[src/rtl/ifu_fetch_ctrl.sv]
// Instruction-fetch controller: issues one read at a time, forwards the returned
// word to decode, and discards in-flight data when a redirect arrives.
module ifu_fetch_ctrl #(
    parameter logic [31:0] RST_PC = 32'h8000_0000
) (
    input  logic        clk,
    input  logic        rst,
    input  logic [31:0] pc_i,
    input  logic        redirect_i,
    output logic        stall_if,
    output logic        ar_valid,
    output logic [31:0] ar_addr,
    input  logic        ar_ready,
    input  logic        r_valid,
    input  logic [31:0] r_data,
    input  logic [1:0]  r_resp,
    output logic        r_ready,
    output logic        inst_valid,
    output logic [31:0] inst,
    output logic [31:0] inst_pc,
    output logic        inst_err,
    input  logic        inst_ready
);

    typedef enum logic [2:0] {
        IDLE = 3'd0,
        ADDR = 3'd1,
        DATA = 3'd2,
        HOLD = 3'd3,
        DROP = 3'd4
    } state_t;

    state_t      state_q, state_d;
    logic        flush_pend, flush_d;
    logic        latch_pc;
    logic        capture;
    logic [31:0] addr_q;
    logic [31:0] inst_q;
    logic [31:0] inst_pc_q;
    logic        inst_err_q;

    function automatic logic resp_is_err(input logic [1:0] resp);
        return (resp != 2'b00);
    endfunction

    always_ff @(posedge clk) begin
        if (rst) begin
            state_q    <= IDLE;
            flush_pend <= 1'b0;
        end else begin
            state_q    <= state_d;
            flush_pend <= flush_d;
        end
    end

    always_comb begin
        state_d  = state_q;
        flush_d  = flush_pend;
        latch_pc = 1'b0;
        capture  = 1'b0;
        case (state_q)
            IDLE: begin
                // A redirect this cycle means pc_i is about to change; wait for the target.
                if (!redirect_i) begin
                    latch_pc = 1'b1;
                    state_d  = ADDR;
                end
            end
            ADDR: begin
                if (ar_ready) begin
                    state_d = (flush_pend || redirect_i) ? DROP : DATA;
                    flush_d = 1'b0;
                end else if (redirect_i) begin
                    flush_d = 1'b1;
                end
            end
            DATA: begin
                if (r_valid) begin
                    if (redirect_i) begin
                        state_d = IDLE;
                    end else begin
                        capture = 1'b1;
                        state_d = HOLD;
                    end
                end else if (redirect_i) begin
                    state_d = DROP;
                end
            end
            HOLD: begin
                if (redirect_i || inst_ready) begin
                    state_d = IDLE;
                end
            end
            DROP: begin
                if (r_valid) begin
                    state_d = IDLE;
                end
            end
            default: begin
                state_d = IDLE;
                flush_d = 1'b0;
            end
        endcase
    end

    always_ff @(posedge clk) begin
        if (rst) begin
            addr_q     <= RST_PC;
            inst_q     <= 32'd0;
            inst_pc_q  <= RST_PC;
            inst_err_q <= 1'b0;
        end else begin
            if (latch_pc) begin
                addr_q <= pc_i;
            end
            if (capture) begin
                inst_q     <= r_data;
                inst_pc_q  <= addr_q;
                inst_err_q <= resp_is_err(r_resp);
            end
        end
    end

    assign ar_valid   = (state_q == ADDR);
    assign r_ready    = (state_q == DATA) || (state_q == DROP);
    assign inst_valid = (state_q == HOLD);
    assign ar_addr    = addr_q;
    assign inst       = inst_q;
    assign inst_pc    = inst_pc_q;
    assign inst_err   = inst_err_q;

    // The PC counter moves only on a redirect or when decode takes the held instruction.
    assign stall_if = !(redirect_i || (!rst && (state_q == HOLD) && inst_ready));

endmodule
[config.mk]
export PLATFORM = sky130hd
export DESIGN_NAME = ifu_fetch_ctrl
export DESIGN_NICKNAME = d
export VERILOG_FILES = /design/src/rtl/ifu_fetch_ctrl.sv
export SDC_FILE = /design/constraint.sdc
export NUM_CORES = 1
export LEC_CHECK = 0
export CAP_MARGIN = 5
export CORE_MARGIN = 1.5
export CORE_UTILIZATION = 41
export CTS_CLUSTER_SIZE = 8
export DETAILED_ROUTE_END_ITERATION = 6
export GPL_TIMING_DRIVEN = 0
export PLACE_DENSITY = 0.8
export SYNTH_ARGS = -nofsm -noshare
export SYNTH_HDL_FRONTEND = slang
export SYNTH_SLANG_ARGS = --single-unit
[constraint.sdc]
create_clock -name clk -period 2.1 [get_ports clk]
set_clock_uncertainty 0.1 [all_clocks]
set_input_delay 0.21 -clock clk [delete_from_list [all_inputs] [get_ports clk]]
set_output_delay 0.21 -clock clk [all_outputs]
set_load 0.02 [all_outputs]
==> impl_metrics.yaml <==
status:
  status: "finished clean"
worst_setup_path:
  worstPathBufferInverterCount: 3
  start_kind: "flip-flop"
  max_stage_delay_ns: 0.36
  worst-path-max-fanout: 10
  cpLargestDelayFamily: "buffers and inverters"
  crit_type: "flip-flop to output port"
  crit_path_end_kind: "output port"
  critPathSlowestCell: "dlygate4sd2_1"
  required_ns: 1.79
  path_cells: "buf_2 > inv_1 > nor3_1 > dlygate4sd2_1"
  cp.arrival_ns: 1.52
clock_network:
  htree_levels: 3
  cts_tree: "yes"
  clk_pin_slew_ns: 0.10
  clkSinkCount: 101
  hold_buffers: 0
  cts_buffer_depth: 2
  root_buffer: "clkbuf_8"
  insertion_delay_ns: 0.35
  cts_buffers: 9
placed_design:
  pre_cts_slack_ns: 0.0533
  placedCellCount: 747
  port_buffers: 170
  placed_area_um2: 5510
  dp_hpwl_um: 7890
  finalWeightedCongestion: 0.863
timing:
  hold_viol: 0
  period_share_pct: 87.0
  max_freq_ghz: 0.547
  slew_headroom_pct: 63.2
  tns_ns: 0
  slew_viol_final: 0
  rsz0062_at_grt: "false"
  finalCriticalPeriod_ns: 1.83
  worst_pin_slew_ns: 0.553
  setup_ws_ns: 0.272
  holdWs_ns: 0.161
  setup_viol: 0
cells_and_area:
  fin_util_pct: 65.3
  fin_area_um2: 5690
  final_common_cell: "nand2_1"
  fillers: 749
  most-common-layout-cells: "nand2_1, clkdlybuf4s50_1, dfxtp_1"
  finalNonFillerCells: 763
  nets: 722
  n_antenna_cell: 0
  syn_to_final_growth_pct: 55.0
  layout-drive-gt1-share_pct: 6.11
yosys:
  async_reset_ff_share_pct: 0
  synth_warnings: 0
  syn_inst: 469
  syn_area_per_cell_um2: 7.83
  netlist_area_um2: 3670
  ys_seq_area_share_pct: 55.1
  synth_seq_cells: 101
  ys_top_cells_by_area: "dfxtp_1, nand2_1, a21oi_1"
  ys_types: 26
  synth_top_area_share_pct: 55.1
  synth_enable_flop_cells: 0
  synth_fp_nets: 541
  yosys_most_used_dff: "dfxtp_1"
  synth_top_cell_by_area: "dfxtp_1"
power_and_ir_drop:
  vdd_ir_drop_max_uv: 412
  p_leak_nw: 2.02
  power.density_nw_per_um2: 718
  power_mw: 4.09
floorplanning:
  start_util_pct: 42.1
  die_w_um: 97.6
  core_area_um2: 8720
  row_count: 34
  ioPinCount: 173
  dieArea_um2: 9530
  die_y_um: 97.6
global_routing:
  first_global_vias: 3639
  track_usage_pct: 23.1
  grt_overflow: 0
  use_met2_pct: 37.8
  grt_max_degree: 18
  grt_pass1_wl_um: 17800
  gr-max-usage-layer: "met2"
  grtUsageMet3_pct: 8.42
  antenna_found_initial: 0
  met1_usage_pct: 28.4
drt:
  first_pass_iters: 4
  vias_per_cell: 4.90
  wl_per_cell_um: 14.0
  drt_iter0_drc: 121
  vias: 3740
  wirelength_um: 10700
  antenna_left: 0
  drcViolationCount: 0
min_path:
  holdCritPathClass: "input port to flip-flop"
job:
  cap_violations: 0
==> cells in the mapped netlist (all sizes together), types with 2 or more instances <==
cell type  count
a21boi         2
nand2b         4
clkbuf        16
a21oi         99
nor2           8
inv            3
nor3           6
buf           19
nand2        197
dfxtp        101
nand3b         2
==> repair_timing <==
item,in CTS,in global routing
endpoints found under the setup margin,1,3
cloned,0,0
gates resized for setup,1,4
buffers inserted,0,0
==> per-layer routing <==
metal | part of all wire [%] | up-vias
met5 | 0 | -
met4 | 0.83 | 0
met3 | 9.4 | 8
met2 | 47 | 148
met1 | 43 | 1706
li1 | - | 1878
==> worst register-to-register path: stages, from the launching register on <==
cell	delay, ns
dfxtp_1	0.31
buf_2	0.17
nand2b_4	0.17
nor3_1	0.18
buf_2	0.29
buf_2	0.28
nand2_1	0.08
a21oi_1	0.13
==> worst paths after layout <==
| path | cells after the start | startpoint | end | slack (ns) |
|---|---|---|---|---|
| max | 4 | state_q[0] | ar_valid | 0.27 |
| min | 2 | rst | ar_addr[9] | 0.16 |
| max reg2reg | 7 | state_q[0] | inst_pc[14] | 0.32 |
| min reg2reg | 2 | inst[18] | inst[18] | 0.36 |
==> cell families after synthesis <==
family / Yosys count / share of synthesized area (%)
AOI/OAI and AO/OA: 105 / 15.2
buffers and inverters: 38 / 4.70
DFF: 101 / 55.1
and+or+nand+nor: 225 / 25.0
==> where the power goes <==
| group | total (mW) | internal [mW] | switching (mW) | leakage, nW |
|---|---|---|---|---|
| registers | 2.08 | 2.01 | 0.0679 | 0.819 |
| clock network | 1.11 | 0.441 | 0.672 | 0.0868 |
| logic | 0.892 | 0.414 | 0.479 | 1.12 |
==> registers in the layout, summed over array words and instances (netlist names) <==
signal / flops
ar_addr: 32
flush_pend: 1
inst: 32
inst_err: 1
inst_pc: 32
state_q: 3
==> final cells by class <==
| cell class | count | area [um2] | share of cell area [%] |
|---|---|---|---|
| sequential | 101 | 2020 | 35.5 |
| clock buffer | 10 | 128 | 2.24 |
| timing repair buffer | 170 | 1710 | 30.0 |
| multi-input combinational | 330 | 1480 | 26.0 |
| inverter | 3 | 11.3 | 0.198 |
| clock inverter | 6 | 47.5 | 0.835 |
| buffer | 35 | 161 | 2.84 |
| tap | 108 | 135 | 2.37 |
(Power assumes the default switching activity.)
